==> config.mk <==
export PLATFORM = sky130hd
export DESIGN_NAME = noc_local_port
export DESIGN_NICKNAME = d
export VERILOG_FILES = /design/src/rtl/noc_pkg.sv /design/src/rtl/noc_sync_queue.sv /design/src/rtl/noc_local_port.sv
export SDC_FILE = /design/constraint.sdc
export NUM_CORES = 1
export LEC_CHECK = 0
export ABC_AREA = 1
export CAP_MARGIN = 15
export CORE_MARGIN = 3
export CORE_UTILIZATION = 35
export CTS_BUF_LIST = sky130_fd_sc_hd__clkbuf_4 sky130_fd_sc_hd__clkbuf_8
export DETAILED_ROUTE_END_ITERATION = 10
export PLACE_DENSITY = 0.5
export SLEW_MARGIN = 20
export SYNTH_ARGS = -nofsm -noshare
export SYNTH_HDL_FRONTEND = slang
export SYNTH_HIERARCHICAL = 1
export SYNTH_SLANG_ARGS = --single-unit
export TNS_END_PERCENT = 100
==> constraint.sdc <==
create_clock -name clk -period 3.55 [get_ports clk]
set_input_delay 0.71 -clock clk [delete_from_list [all_inputs] [get_ports clk]]
set_output_delay 0.71 -clock clk [all_outputs]
set_load 0.1 [all_outputs]
==> src/rtl/noc_pkg.sv <==
// noc_pkg: shared definitions for the NoC local-port network interface.
//   - Direction codes carried in the flit dest field (EAST/WEST/LOCAL, 11 illegal).
//   - Flit layout: bit0 valid, [2:1] dest, [15:3] payload.
//   - Injection FSM state encoding.
//   - Helpers: flit packing and a 16-bit saturating increment.
// Optional feature macro used by noc_local_port: NOC_LOCAL_PORT_STATS_EN.
package noc_pkg;

  localparam int FLIT_W      = 16;
  localparam int DEST_W      = 2;
  localparam int PAYLOAD_W   = 13;
  localparam int VALID_BIT   = 0;
  localparam int DEST_LSB    = 1;
  localparam int PAYLOAD_LSB = 3;

  localparam logic [1:0] EAST    = 2'b00;
  localparam logic [1:0] WEST    = 2'b01;
  localparam logic [1:0] LOCAL   = 2'b10;
  localparam logic [1:0] ILLEGAL = 2'b11;

  typedef enum logic [1:0] {
    TX_IDLE  = 2'd0,
    TX_SEND  = 2'd1,
    TX_STALL = 2'd2
  } tx_state_e;

  // Build a valid flit from its destination and payload fields.
  function automatic logic [FLIT_W-1:0] make_flit(input logic [DEST_W-1:0] dest,
                                                  input logic [PAYLOAD_W-1:0] payload);
    return {payload, dest, 1'b1};
  endfunction

  // Increment that sticks at all-ones instead of wrapping.
  function automatic logic [15:0] sat_inc(input logic [15:0] value);
    return (value == 16'hFFFF) ? value : value + 16'd1;
  endfunction

endpackage

==> src/rtl/noc_sync_queue.sv <==
// noc_sync_queue: single-clock circular buffer.
//   Parameters: DEPTH (power of two, >= 2), WIDTH (entry width).
//   Ports: clk, reset (async, active-high), push/din (write side),
//          pop/dout (read side, dout shows the head entry), full, empty, count.
// A push on a full queue succeeds only when a pop frees the head in the same
// cycle; a pop on an empty queue is ignored.
module noc_sync_queue #(
  parameter int DEPTH = 4,
  parameter int WIDTH = 16
) (
  input  logic                       clk,
  input  logic                       reset,
  input  logic                       push,
  input  logic [WIDTH-1:0]           din,
  input  logic                       pop,
  output logic [WIDTH-1:0]           dout,
  output logic                       full,
  output logic                       empty,
  output logic [$clog2(DEPTH):0]     count
);

  localparam int AW = $clog2(DEPTH);
  localparam int CW = AW + 1;
  localparam logic [AW-1:0] PTR_ONE  = AW'(1);
  localparam logic [CW-1:0] CNT_ONE  = CW'(1);
  localparam logic [CW-1:0] CNT_FULL = CW'(DEPTH);

  logic [WIDTH-1:0] mem [DEPTH];
  logic [AW-1:0]    wr_ptr;
  logic [AW-1:0]    rd_ptr;
  logic [CW-1:0]    cnt;
  logic             do_push;
  logic             do_pop;

  assign full    = (cnt == CNT_FULL);
  assign empty   = (cnt == {CW{1'b0}});
  assign count   = cnt;
  assign dout    = mem[rd_ptr];
  assign do_pop  = pop & ~empty;
  assign do_push = push & (~full | do_pop);

  // Storage, pointers and occupancy count; pointers wrap naturally (power-of-two depth).
  always_ff @(posedge clk or posedge reset) begin
    if (reset) begin
      wr_ptr <= {AW{1'b0}};
      rd_ptr <= {AW{1'b0}};
      cnt    <= {CW{1'b0}};
      for (int i = 0; i < DEPTH; i++) begin
        mem[i] <= {WIDTH{1'b0}};
      end
    end else begin
      if (do_push) begin
        mem[wr_ptr] <= din;
        wr_ptr      <= wr_ptr + PTR_ONE;
      end
      if (do_pop) begin
        rd_ptr <= rd_ptr + PTR_ONE;
      end
      case ({do_push, do_pop})
        2'b10:   cnt <= cnt + CNT_ONE;
        2'b01:   cnt <= cnt - CNT_ONE;
        default: cnt <= cnt;
      endcase
    end
  end

endmodule

==> src/rtl/noc_local_port.sv <==
// noc_local_port: host network interface for the router local port.
//   Host TX side : tx_valid/tx_ready handshake, tx_dest, tx_payload, tx_err pulse.
//   Router inject: writeL, dataInL (registered); fullL, almost_fullL flow control.
//   Router eject : dataOutL (bit0 = valid), captured every valid cycle.
//   Host RX side : rx_valid/rx_ready handshake, rx_dest, rx_payload, sticky rx_overflow.
//   Optional     : NOC_LOCAL_PORT_STATS_EN adds saturating tx_count/rx_count/drop_count.
//   Clock clk, asynchronous active-high reset.
module noc_local_port
  import noc_pkg::*;
#(
  parameter int TXQ_DEPTH = 4,
  parameter int RXQ_DEPTH = 4
) (
  input  logic                 clk,
  input  logic                 reset,
  input  logic                 tx_valid,
  output logic                 tx_ready,
  input  logic [DEST_W-1:0]    tx_dest,
  input  logic [PAYLOAD_W-1:0] tx_payload,
  output logic                 tx_err,
  output logic                 writeL,
  output logic [FLIT_W-1:0]    dataInL,
  input  logic                 fullL,
  input  logic                 almost_fullL,
  input  logic [FLIT_W-1:0]    dataOutL,
  output logic                 rx_valid,
  input  logic                 rx_ready,
  output logic [DEST_W-1:0]    rx_dest,
  output logic [PAYLOAD_W-1:0] rx_payload,
`ifdef NOC_LOCAL_PORT_STATS_EN
  output logic [15:0]          tx_count,
  output logic [15:0]          rx_count,
  output logic [15:0]          drop_count,
`endif
  output logic                 rx_overflow
);

  localparam int TXCW = $clog2(TXQ_DEPTH) + 1;
  localparam int RXCW = $clog2(RXQ_DEPTH) + 1;
  localparam logic [TXCW-1:0] TXQ_FULL_CNT = TXCW'(TXQ_DEPTH);
  localparam logic [1:0] IDLE  = TX_IDLE;
  localparam logic [1:0] SEND  = TX_SEND;
  localparam logic [1:0] STALL = TX_STALL;

  // ---------------- injection path ----------------
  logic [FLIT_W-1:0] txq_head;
  logic              txq_full;
  logic              txq_empty;
  logic [TXCW-1:0]   txq_count;
  logic              tx_accept;
  logic              tx_illegal;
  logic              tx_push;
  logic              can_write;
  logic [1:0]        state;
  logic [1:0]        next_state;

  assign tx_ready   = (txq_count < TXQ_FULL_CNT);
  assign tx_accept  = tx_valid & tx_ready;
  assign tx_illegal = (tx_dest == ILLEGAL);
  assign tx_push    = tx_accept & ~tx_illegal & ~txq_full;

  // writeL is the registered copy of last cycle's decision, so a write issued
  // last cycle is already in the router pipeline when almost_fullL is seen;
  // blocking on (almost_fullL & writeL) keeps it from claiming the last slot twice.
  assign can_write = ~txq_empty & ~fullL & ~(almost_fullL & writeL);

  noc_sync_queue #(
    .DEPTH (TXQ_DEPTH),
    .WIDTH (FLIT_W)
  ) u_txq (
    .clk   (clk),
    .reset (reset),
    .push  (tx_push),
    .din   (make_flit(tx_dest, tx_payload)),
    .pop   (can_write),
    .dout  (txq_head),
    .full  (txq_full),
    .empty (txq_empty),
    .count (txq_count)
  );

  // Next-state decode; SEND means a write is on writeL in the following cycle.
  always_comb begin
    next_state = IDLE;
    case (state)
      IDLE: begin
        if (txq_empty) begin
          next_state = IDLE;
        end else begin
          next_state = can_write ? SEND : STALL;
        end
      end
      SEND: begin
        if (can_write) begin
          next_state = SEND;
        end else if (!txq_empty) begin
          next_state = STALL;
        end else begin
          next_state = IDLE;
        end
      end
      STALL: begin
        if (can_write) begin
          next_state = SEND;
        end else if (!txq_empty) begin
          next_state = STALL;
        end else begin
          next_state = IDLE;
        end
      end
      default: next_state = IDLE;
    endcase
  end

  // FSM state, registered router outputs and the illegal-destination pulse.
  always_ff @(posedge clk or posedge reset) begin
    if (reset) begin
      state   <= IDLE;
      writeL  <= 1'b0;
      dataInL <= {FLIT_W{1'b0}};
      tx_err  <= 1'b0;
    end else begin
      state  <= next_state;
      writeL <= can_write;
      tx_err <= tx_accept & tx_illegal;
      if (can_write) begin
        dataInL <= txq_head;
      end else begin
        dataInL <= dataInL;
      end
    end
  end

  // ---------------- ejection path ----------------
  logic [FLIT_W-2:0] rxq_head;
  logic              rxq_full;
  logic              rxq_empty;
  logic [RXCW-1:0]   rxq_count;
  logic              rx_capture;
  logic              rx_drop;

  assign rx_capture = dataOutL[VALID_BIT];
  assign rx_drop    = rx_capture & rxq_full & ~rx_ready;
  assign rx_valid   = (rxq_count != {RXCW{1'b0}});
  assign rx_dest    = rxq_head[DEST_LSB-1 +: DEST_W];
  assign rx_payload = rxq_head[PAYLOAD_LSB-1 +: PAYLOAD_W];

  // The valid bit is implied by occupancy, so only bits [15:1] are stored.
  noc_sync_queue #(
    .DEPTH (RXQ_DEPTH),
    .WIDTH (FLIT_W - 1)
  ) u_rxq (
    .clk   (clk),
    .reset (reset),
    .push  (rx_capture),
    .din   (dataOutL[FLIT_W-1:1]),
    .pop   (rx_ready & ~rxq_empty),
    .dout  (rxq_head),
    .full  (rxq_full),
    .empty (rxq_empty),
    .count (rxq_count)
  );

  // Sticky loss flag; only reset clears it.
  always_ff @(posedge clk or posedge reset) begin
    if (reset) begin
      rx_overflow <= 1'b0;
    end else begin
      rx_overflow <= rx_overflow | rx_drop;
    end
  end

`ifdef NOC_LOCAL_PORT_STATS_EN
  // Saturating event counters for router writes, captures and drops.
  always_ff @(posedge clk or posedge reset) begin
    if (reset) begin
      tx_count   <= 16'd0;
      rx_count   <= 16'd0;
      drop_count <= 16'd0;
    end else begin
      tx_count   <= can_write ? sat_inc(tx_count) : tx_count;
      rx_count   <= (rx_capture & ~rx_drop) ? sat_inc(rx_count) : rx_count;
      drop_count <= rx_drop ? sat_inc(drop_count) : drop_count;
    end
  end
`endif

endmodule

======== After elaboration in Yosys (flattened, before gate mapping) ========
Cells that the tools add are included.
cells by class
  add/sub/neg operators ................... 8
  $mul .................................... 0
  divide/modulo/power cells ............... 0
  magnitude comparators ................... 7
  equal/unequal tests ..................... 7
  shifts and indexed selects .............. 0
  multiplexer cells ....................... 14
  bitwise gates (word level) .............. 29
  reductions and logical operators ........ 7
operators by type and width
  operator                                                    count
  bitwise mux 64 bit                                          1
  bitwise mux 60 bit                                          1
  2-to-1 mux 16 bit                                           3
  2-to-1 mux 15 bit                                           3
  binary-select mux 16 bit (select 2 bit)                     1
  demux 16 bit (select 2 bit)                                 1
  binary-select mux 15 bit (select 2 bit)                     1
  demux 15 bit (select 2 bit)                                 1
  bitwise AND 1 bit                                           14
  greater-or-equal comparator 3 bit, second input constant    4
  NOT 2 -> 3 bit                                              4
  case mux 3 bit (2 select lines)                             2
  adder 2 x 1 -> 2 bit, second input constant                 4
  NOT 1 bit                                                   8
  adder 3 x 1 -> 3 bit, second input constant                 2
  equality test 2 bit, second input constant                  3
  equality test 3 bit, second input constant                  2
  logical NOT 3 bit                                           2
  less-than comparator 3 x 1 -> 1 bit, second input constant  2
  subtractor 3 x 1 -> 3 bit, second input constant            2
  equality test 2 x 1 -> 1 bit, second input constant         2
  nonzero test 2 bit                                          2
  less-than comparator 3 bit, second input constant           1
  bitwise OR 1 bit                                            3
  other kinds (2)                                             3
word-level totals
  bits in registers ....................... 157
  latch bits .............................. 0
  bits in writable memories ............... 0
  ROM bits ................................ 0
  bits of input ports ..................... 37
  word-level logic and storage cells ...... 90
  memories kept ........................... 0

======== Logic depth before layout (Yosys ltp) ========
Gate-level depths: netlist (run 1).
  depth after elaboration ................. 9
  mapped depth ............................ 18
  gate-level depth less buffers ........... 16

======== Hierarchy ========
The synthesis (run 1) kept the hierarchy.
by module, submodules not included
  module                  instances  cells each  area each (µm²)
  noc_sync_queue (u_txq)  1          426         3509.6
  noc_sync_queue (u_rxq)  1          403         3375.7
  noc_local_port          1          89          793.3

======== Worst setup path after synthesis (run 1) ========
No wires, ideal clock.
  kind .................................... reg2out
  start point ............................. register u_rxq.rd_ptr[0]
  end point ............................... output rx_payload[0]
  data arrival time ....................... 2329 ps
  setup slack ............................. 511 ps
  cell stages (with the launch flop) ...... 5
  path buffers ............................ 1
  cells stage by stage .................... dfrtp_1 -> inv_1 -> clkbuf_1 -> o21ai_0 -> o22ai_1
between the ends
  cells in the longest elaborated chain, start to end .. 4
RTL lines
  what                                                   RTL line              source
  from (decl)                                            noc_sync_queue.sv:30  logic [AW-1:0] rd_ptr;
  from (signal assigned)                                 noc_sync_queue.sv:46  rd_ptr <= {AW{1'b0}};
  from (signal assigned)                                 noc_sync_queue.sv:57  rd_ptr <= rd_ptr + PTR_ONE;
  NOT 2 -> 3 bit (not written as such)                   noc_sync_queue.sv:38  assign dout = mem[rd_ptr];
  binary-select mux 15 bit (select 2 bit)                noc_sync_queue.sv:38
  2-to-1 mux 15 bit (not written as such) (2 in series)  noc_sync_queue.sv:38
  to (decl)                                              noc_local_port.sv:29  output logic [PAYLOAD_W-1:0] rx_payload,
No other way between the ends. The select of a mux whose other input is x is not followed.

======== Worst setup path after layout (run 1) ========
  start point ............................. register u_rxq.rd_ptr[1]
  end point ............................... output rx_payload[10]
The elaborated chain is that of the path after synthesis.

==> results.md, run 1 <==
- Status: completed
- Critical path class: reg2out
- Hold Path Class: reg2reg
- Seq cells post-synth: 157
- Row cnt: 53
- Fin nets: about 1,000
- Area of the multi-input gates: around 3300 um2
- Clock root cell: clkbuf_8
- EDFF count, synth: 0
- Routability cong.: 0.762
- Kind of cell adding the most delay to the critical path: buffers and inverters
- Share of layout cells above drive strength 1: 11.0%
- Hold Crit Depth: 2
- Reg area: 3930 um2
- Post-DP HPWL: 14.1 mm
- Total negative slack: 0 ns
- DR pass1 iterations: 4
- Total grt overflow: 0
- Vias in the first global route: 6,267
- HP Start: u_rxq/mem[27]
- Reg2Reg Depth: 13
- Post-CTS Resized: 0
- Final ANT Viol Nets: 0
- Slew headroom: 34.6%
- Setup Buffers After CTS: 0
- Ys async rst share: between 90% and 100%
- Post-Synthesis Cells: 918
- Critical path peak fanout: 18
- Register area share after synthesis: approximately half
- CP bufs+invs: 2
- Max-Cap Viols: 0
- Avg WL per Cell: 18.0 um
- Top cells by count, synth: 296 x nand2_1, 157 x dfrtp_1, 124 x nand4_1
- Initial antenna violation count: 0
- Fin crit share: 91.1%
- Total GRT Usage: 19.2%
- First-pass GRT wire length: 36.4 mm
- Pin count of the biggest net entering global routing: 72
- Leading area contributor after synthesis: dfrtp_1
- Buffer depth of the longest clock path: 2
- I/O pin cnt: 73
- Slew of the pin with the lowest slew margin: 0.979 ns
- Critical-path cell list: inv_1 -> o21ai_0 -> o22ai_1 -> buf_12
- Total clock sinks: 157
- Clk slew on worst S/H paths: 0.08 ns
- Drt first-iter violations: roughly 450
- Worst path required time: 2.84 ns
- Die X: 154 um
- Placeable core area: 21,300 um2
- Vias: 6,576
- CP startpoint kind: flip-flop
- Mapped Area: 7680 um2
- Number of diodes: 0
- Die height: roughly 150 um
- Min Tclk post-route: 3.23 ns
- Max Freq: around 310 MHz
- WHS Endpoint: u_rxq/mem[27]
- Post-synth top area share: 51.2%
- Syn Area/Cell: about 8.4 um2
- Crit-path max cell delay: 0.70 ns
- CTS tree: built
- RSZ-0062 raised after global routing: false
- Final core utilization: 43.0%
- R2r setup slk: 1.26 ns
- DIE AREA: about 24,000 um2
- Worst Path Arrival: between 2 and 3 ns
- Htree depth: 4
- Drt drc: 0
- Final hold vios: 0
- Routed wire length: ~23 mm
- Endpoints failing setup: 0
- Vias per cell: 5.24
- Reg-to-reg endpoint: u_rxq/count[2]
- Slowest library cell on the worst path: dfrtp_1
- Filler cell count: 2,132
- Port bufs: ~70
- Area growth from synthesis to final layout: 19.3%
- Hold_ws: 0.471 ns
- Top_reg_cell synth: dfrtp_1
- Clock latency on the worst-skew pair: 0.47 ns
- Starting Density: 36.1%
- Count leader, synth: nand2_1
- CTS Hold Buffers Added: 0
- Count of cell types in the netlist: 32
- Syn. warnings: 6
- Crit. End Element: primary output
- Reg2Reg Launch Point: u_rxq/count[0]
- Synth area leaders: dfrtp_1 51%, nand2_1 14%, nand4_1 10%, o21ai_0 3.6%, nor2_1 3.2%
- Max Slew Vio Count: 0
- Worst Clk Skew: 0.0203 ns
- CTS Buf Count: 17
[worst reg2reg max path: cells and delay by family (launching register included)]
kind	cells	cell delay, ns
buffers and inverters	3	0.17
flip-flops	1	0.45
AND/OR/NAND/NOR	7	0.84
XOR/XNOR	1	0.15
adder cells (fa/ha/maj)	2	0.57
[logic make-up (layout without fill, tap and decap cells)]
kind of cell | Yosys count | in the layout | share of synthesized area, %
AO/OA/AOI/OAI | 98 | 98 | 6.93
XOR/XNOR | 8 | 8 | 0.912
adder cells (fa/ha/maj) | 12 | 12 | 2.15
buffers and inverters | 106 | 165 | 6.75
flip-flops | 157 | 157 | 51.2
other | 1 | 4 | 0.0488
AND/OR/NAND/NOR | 536 | 536 | 32.1
[sequential cells by signal, summed over array words and instances (netlist names)]
| name | flops |
|---|---|
| u_rxq/count | 3 |
| u_rxq/mem | 60 |
| writeL | 1 |
| u_txq/rd_ptr | 2 |
| u_txq/count | 3 |
| dataInL | 16 |
| u_txq/mem | 64 |
| u_rxq/wr_ptr | 2 |
| tx_err | 1 |
| rx_overflow | 1 |
| u_rxq/rd_ptr | 2 |
| u_txq/wr_ptr | 2 |
[through the flow]
stage	instance area, um2	worst slack (ns)	instances
floorplan	7690	0.511	921
global placement	8750	0.647	1223
detailed placement	8750	0.616	1223
CTS	9160	0.335	1255
global route	9160	0.239	1255
finish	9160	0.316	1255
[layout by cell type, fill, tap and decap left out, drive strengths merged]
cell             n
clkinv           6
buf             49
xnor2            4
o21ai           66
clkinvlp         2
o21bai           1
xor2             4
dfrtp          157
nor3             2
ha              10
clkdlybuf4s50   53
nand4          124
o22ai           31
nand2          308
fa               2
nand3b           2
inv             32
bufinv           2
nand3           31
conb             4
clkbuf          21
nor2            69
[worst max path at each step]
stage	startpoint	to	slack [ns]	depth (start not counted)
2_1_floorplan	u_rxq/rd_ptr[0]	rx_payload[0]	0.51	4
5_1_grt	u_rxq/rd_ptr[1]	rx_dest[0]	0.24	4
4_1_cts	u_rxq/rd_ptr[1]	rx_payload[10]	0.34	4
3_5_place_dp	tx_dest[1]	u_txq/mem[52]	0.62	9
6_report	u_rxq/rd_ptr[1]	rx_payload[10]	0.32	4
3_3_place_gp	tx_dest[1]	u_txq/mem[53]	0.65	9
[layer usage]
layer | up-vias | wire [um] | global-route usage (%)
met3 | 16 | 858 | 3.49
met1 | 3239 | 11200 | 28.7
met5 | - | 0 | 0
met4 | 0 | 229 | 4.54
li1 | 3196 | - | -
met2 | 125 | 10200 | 28.9
[final cells by class]
type | instances | area share, %
clock buffers | 21 | 3.09
clock inverters | 11 | 1.45
inverters | 31 | 1.27
multi-input cells | 658 | 35.5
flip-flops and latches | 157 | 42.9
well taps | 275 | 3.75
repair buffers | 102 | 12.1
Power of run 1 is not shown: default switching activity piles up to over one toggle a cycle in this logic, so the estimate is an artifact.
==> inputs of run 2 (changes only) <==
--- a/config.mk
+++ b/config.mk
@@ -8,10 +8,11 @@
 export ABC_AREA = 1
 export CAP_MARGIN = 15
 export CORE_MARGIN = 3
-export CORE_UTILIZATION = 35
+export CORE_UTILIZATION = 25
 export CTS_BUF_LIST = sky130_fd_sc_hd__clkbuf_4 sky130_fd_sc_hd__clkbuf_8
 export DETAILED_ROUTE_END_ITERATION = 10
-export PLACE_DENSITY = 0.5
+export PLACE_DENSITY = 0.38
+export SKIP_CTS_REPAIR_TIMING = 1
 export SLEW_MARGIN = 20
 export SYNTH_ARGS = -nofsm -noshare
 export SYNTH_HDL_FRONTEND = slang
==> run 2 against run 1 <==
Net effect: die area increased by 38%; count of clock-buffer cells in the layout decreased by 3; first-iteration DRC count decreased by 8.7%; sequential cell count unchanged; global-route usage decreased by 3.8 points; critical path type unchanged; critical endpoint is now rx_payload[6]; largest cell class unchanged.
==> results.md, run 2 (same netlist as run 1, synthesis figures left out) <==
- Status: completed
- Total GRT Usage: 15.4% (-3.8 points)
- Die height: 181 um (+18%)
- Endpoints failing setup: 0 (unchanged)
- Largest regs: u_txq/mem x64, u_rxq/mem x60, dataInL x16
- Sequential fraction of design power: approximately 29%
- Critical path peak fanout: 30 (+12)
- DR pass1 iterations: 5 (+1)
- Clock Power Share: 12.6%
- Routed wire length: 24.9 mm (+10%)
- Power Density: around 1100 nW/um2
- CP startpoint kind: flip-flop
- Starting Density: 25.6% (-10 points)
- Port bufs: 72 (unchanged)
- Worst path required time: 2.84 ns (about the same)
- Critical path class: reg2out
- Hold Path Class: reg2reg
- Share of layout cells above drive strength 1: 12.1% (+1.1 points)
- Hold Crit Depth: 2 (unchanged)
- Top reg by flops: u_txq/mem
- Net load switching power: roughly 5700 uW
- Vias in the first global route: 6,594 (+5.2%)
- Routability cong.: 0.720 (-5.6%)
- Slew of the pin with the lowest slew margin: 1.00 ns (+0.0234 ns)
- Max Slew Vio Count: 0 (unchanged)
- First-pass GRT wire length: 39.9 mm (+9.6%)
- Clk slew on worst S/H paths: 0.10 ns (+0.02 ns)
- Avg WL per Cell: 18.1 um (+0.71%)
- Switching part of the total: 53.2%
- Row cnt: 63 (+19%)
- CTS tree: built
- P_leak: 0.00451 uW
- Place WS: 0.401 ns (-0.216 ns)
- Worst VDD drop: 469 uV
- Htree depth: 4 (unchanged)
- CTS Buf Count: 17 (unchanged)
- Final ANT Viol Nets: 0 (unchanged)
- Vias per cell: 4.77 (-8.9%)
- Most frequent cells in the layout: 296 x nand2_1, 157 x dfrtp_1, 124 x nand4_1, 65 x nor2_1, 56 x o21ai_0
- I/O pin cnt: 73 (unchanged)
- Clock latency on the worst-skew pair: 0.47 ns (about the same)
- Drt drc: 0 (unchanged)
- Worst Path Arrival: 2.02 ns (-0.50 ns)
- Vias: 6,560 (-0.24%)
- Placeable core area: 30,000 um2 (+41%)
- Comb power frac: 57.9%
- Final Worst Setup Slack: 0.821 ns (+0.504 ns)
- Post-DP HPWL: 15.8 mm (+12%)
- Hold_ws: 0.470 ns (-0.000582 ns)
- Reg2Reg Depth: 15 (+2)
- Total clock sinks: 157 (unchanged)
- Fin crit share: 76.9% (-14 points)
- Filler cell count: 3,241 (+52%)
- Total grt overflow: 0 (unchanged)
- Max Freq: 366 MHz (+18%)
- Max-Cap Viols: 0 (unchanged)
- Final hold vios: 0 (unchanged)
- Fin nets: 1,020 (+0.39%)
- DIE AREA: 32,900 um2 (+38%)
- Die X: 181 um (+18%)
- Clock root cell: clkbuf_8
- RSZ-0062 raised after global routing: false
- Pin count of the biggest net entering global routing: 71 (-1.4%)
- Initial antenna violation count: 0 (unchanged)
- Number of diodes: 0 (unchanged)
- Total negative slack: 0 ns (unchanged)
- Commonest non-fill, non-tap cell in the layout: nand2_1
- Drt first-iter violations: 407 (-8.7%)
- Slew headroom: 33.0% (-1.6 points)
- Internal Dissipation: 4980 uW
- Area growth from synthesis to final layout: 21.0%
- Min Tclk post-route: 2.73 ns (-0.504 ns)
- Max reg flops: 64 (unchanged)
- Buffer depth of the longest clock path: 2 (unchanged)
- Final core utilization: 31.0% (-12 points)
- Worst Clk Skew: 0.0257 ns (+0.00540 ns)
- Crit. End Element: primary output
## run 2: cell types whose count changed in the layout (fill, tap and decap cells not counted), sizes merged
cell / previous run / this run
buf: 49 / 60
clkdlybuf4s50: 53 / 46
inv: 32 / 39
clkbuf: 21 / 18
clkinv: 6 / 3
bufinv: 2 / 0
clkinvlp: 2 / 3
## run 2: power by group through the flow
| stage | clock network [uW] | registers [uW] | logic (uW) |
|---|---|---|---|
| 5_1_grt | 1480 | 3250 | 6680 |
| 6_report | 1340 | 3130 | 6170 |
| 4_1_cts | 1410 | 3140 | 6250 |
| 2_1_floorplan | 0 | 3630 | 3720 |
| 3_3_place_gp | 0 | 3180 | 6240 |
| 3_5_place_dp | 0 | 3180 | 6240 |
## run 2: cell type report
class	instances	area, um2	area share, %
Timing Repair Buffer	106	1120	12.1
Inverter	31	116	1.25
Clock inverter	14	144	1.55
Clock buffer	18	241	2.60
Tap cell	390	488	5.25
Multi-Input combinational cell	658	3250	35.0
Sequential cell	157	3930	42.3
## run 2: metal layers
metal	vias to the layer above	GRT usage, %	wire length [um]
li1	3200	-	-
met1	3231	20.9	11600
met2	116	26.0	12400
met3	13	2.58	765
met4	0	2.89	163
met5	-	0	0
## run 2: final timing paths
kind                                       from              to  slack, ns
min in group asynchronous                 reset    u_txq/mem[9]       0.73
worst min-delay path              u_txq/mem[23]   u_txq/mem[23]       0.47
worst min register to register    u_txq/mem[23]   u_txq/mem[23]       0.47
max in group asynchronous                 reset   u_txq/mem[55]       2.01
worst max-delay path            u_rxq/rd_ptr[0]   rx_payload[6]       0.82
worst max register to register   u_txq/count[0]  u_txq/count[2]       1.10
## run 2: through the flow
step	area [um2]	instances	total power, uW
5_1_grt	9290	1374	11400
2_1_floorplan	7690	921	7350
4_1_cts	9290	1374	10800
3_3_place_gp	8900	1342	9420
6_report	9290	1374	10600
3_5_place_dp	8900	1342	9420
## run 2: worst max-delay path, cell delays in order, from the launching register on
cell	delay, ns
dfrtp_1	0.39
inv_1	0.08
buf_4	0.35
o21ai_0	0.13
o22ai_1	0.36
buf_12	0.23
Power figures use the tool's default switching activity.
==> inputs of run 3 (changes only) <==
==> constraint.sdc (replaced) <==
create_clock -name clk -period 2.61 [get_ports clk]
set_input_delay 0.522 -clock clk [delete_from_list [all_inputs] [get_ports clk]]
set_output_delay 0.522 -clock clk [all_outputs]
set_load 0.1 [all_outputs]
==> run 3 against run 2 <==
Net effect: highest routed layer unchanged; first-iteration DRC count increased by 22%; count of clock-buffer cells in the layout increased by 4; critical path depth decreased by 1; cell count increased by 1.2%; global-route usage increased by 0.29 points; clock skew decreased by 0.0017 ns; cell area increased by 2.6%; via count decreased by 0.52%; register-to-register slack got worse by 0.71 ns; die area unchanged.
==> results.md, run 3 (same netlist as run 1, synthesis figures left out) <==
- Fin crit share: 89.5%
- RSZ-0062 raised after global routing: false
- Max Slew Vio Count: 0 (unchanged)
- CTS Buf Count: 17 (unchanged)
- Starting Density: 25.6% (unchanged)
- Final std cells w/o fill: 1,390 (+1.2%)
- Reg2Reg Depth: 15 (unchanged)
- Worst path required time: 2.09 ns (-0.75 ns)
- Post-DP HPWL: 15.8 mm (about the same)
- Kind of cell adding the most delay to the critical path: buffers and inverters
- Total negative slack: 0 ns (unchanged)
- Crit. End Element: primary output
- Max-Cap Viols: 0 (unchanged)
- Vias in the first global route: 6,603 (+0.14%)
- Filler cell count: 3,227 (-0.43%)
- Clock latency on the worst-skew pair: 0.46 ns (about the same)
- Critical path peak fanout: 21 (-30%)
- R2r setup slk: 0.39 ns (-0.71 ns)
- Initial antenna violation count: 0 (unchanged)
- Critical path class: reg2out
- Final Worst Setup Slack: 0.275 ns (-0.546 ns)
- First-pass GRT wire length: 40.7 mm (+2.1%)
- Pin count of the biggest net entering global routing: 71 (unchanged)
- Worst Clk Skew: 0.0240 ns (-0.00170 ns)
- Top reg by flops: u_txq/mem
- Clk slew on worst S/H paths: 0.10 ns (about the same)
- DR pass1 iterations: 5 (unchanged)
- Vias per cell: 4.69 (-1.7%)
- Buffer depth of the longest clock path: 2 (unchanged)
- Hold Path Class: in2async
- Crit-path max cell delay: 0.39 ns (about the same)
- Placed cell count: 1,358 (+1.2%)
- I/O pin cnt: 73 (unchanged)
- CP startpoint kind: flip-flop
- Critical-path cell list: buf_4 -> o21ai_0 -> o22ai_2 -> buf_12
- Total grt overflow: 0 (unchanged)
- Worst Path Arrival: 1.81 ns (-0.21 ns)
- Place WS: 0.0916 ns (-0.309 ns)
- Vias: 6,526 (-0.52%)
- Share of layout cells above drive strength 1: 16.3% (+4.2 points)
- Total clock sinks: 157 (unchanged)
- Final ANT Viol Nets: 0 (unchanged)
- Hold_ws: 0.355 ns (-0.115 ns)
- Fin nets: 1,036 (+1.6%)
- CTS tree: built
- WP depth: 4 (-1)
- Placeable core area: 30,000 um2 (unchanged)
- Max reg flops: 64 (unchanged)
- Status: completed
- Reg2Reg Launch Point: u_txq/count[0]
- Most frequent cells in the layout: 296 x nand2_1, 156 x dfrtp_1, 124 x nand4_1, 66 x buf_4, 65 x nor2_1
- CP Launch Point: u_rxq/rd_ptr[0]
- Clock root cell: clkbuf_8
- Slew of the pin with the lowest slew margin: 0.655 ns (-0.347 ns)
- Endpoints failing setup: 0 (unchanged)
- Total GRT Usage: 15.6% (+0.29 points)
- Avg WL per Cell: 18.1 um (+0.17%)
- Reg-to-reg endpoint: u_txq/count[2]
- CP bufs+invs: 2 (-1)
- Largest regs: u_txq/mem x64, u_rxq/mem x60, dataInL x16
- Drt drc: 0 (unchanged)
- Die X: 181 um (unchanged)
- Port bufs: 72 (unchanged)
- Commonest non-fill, non-tap cell in the layout: nand2_1
- Area of the multi-input gates: 3340 um2 (+2.9%)
- Number of diodes: 0 (unchanged)
- DIE AREA: 32,900 um2 (unchanged)
- Die height: 181 um (unchanged)
- Htree depth: 4 (unchanged)
- Routed wire length: 25.2 mm (+1.3%)
- Reg area: 3930 um2 (about the same)
- Row cnt: 63 (unchanged)
- Area growth from synthesis to final layout: 24.2%
- Slowest library cell on the worst path: dfrtp_1
- Routability cong.: 0.727 (+1.1%)
- Max Freq: 428 MHz
- Min Tclk post-route: 2.34 ns
- Slew headroom: 56.3% (+23 points)
- Drt first-iter violations: 496 (+22%)
- Final hold vios: 0 (unchanged)
-- run 3: cell types whose count changed in the layout (fill, tap and decap cells not counted), sizes merged --
cell / previous run / this run
bufinv: 0 / 1
buf: 60 / 87
clkbuf: 18 / 22
inv: 39 / 32
clkinvlp: 3 / 5
clkdlybuf4s50: 46 / 35
-- run 3: cell type report --
class | instances | share of cell area (%)
Tap cell | 390 | 5.12
Clock buffer | 22 | 3.11
Sequential cell | 157 | 41.2
Clock inverter | 10 | 1.09
Timing Repair Buffer | 122 | 13.1
Multi-Input combinational cell | 658 | 35.1
Inverter | 31 | 1.26
-- run 3: how the worst max path moves through the flow --
stage / endpoint / slack (ns)
2_1_floorplan: u_txq/count[2] / -0.05
3_3_place_gp: u_txq/count[2] / 0.11
6_report: rx_payload[1] / 0.27
5_1_grt: rx_payload[3] / 0.16
4_1_cts: rx_payload[8] / 0.08
3_5_place_dp: u_txq/count[2] / 0.09
-- run 3: per-stage QoR --
step / area (um2) / util, %
after global placement: 9130 / 30.5
after global routing: 9530 / 31.8
final: 9530 / 31.8
after CTS: 9530 / 31.8
after floorplan: 7780 / -
after detailed placement: 9130 / 30.5
-- run 3: metal layers --
metal,vias up,global-route usage (%),wire [um]
li1,3236,-,-
met1,3174,24.0,13200
met2,107,23.2,11000
met3,9,2.96,767
met4,0,2.62,146
met5,-,0,0
Power of run 3 is left out for the same reason.
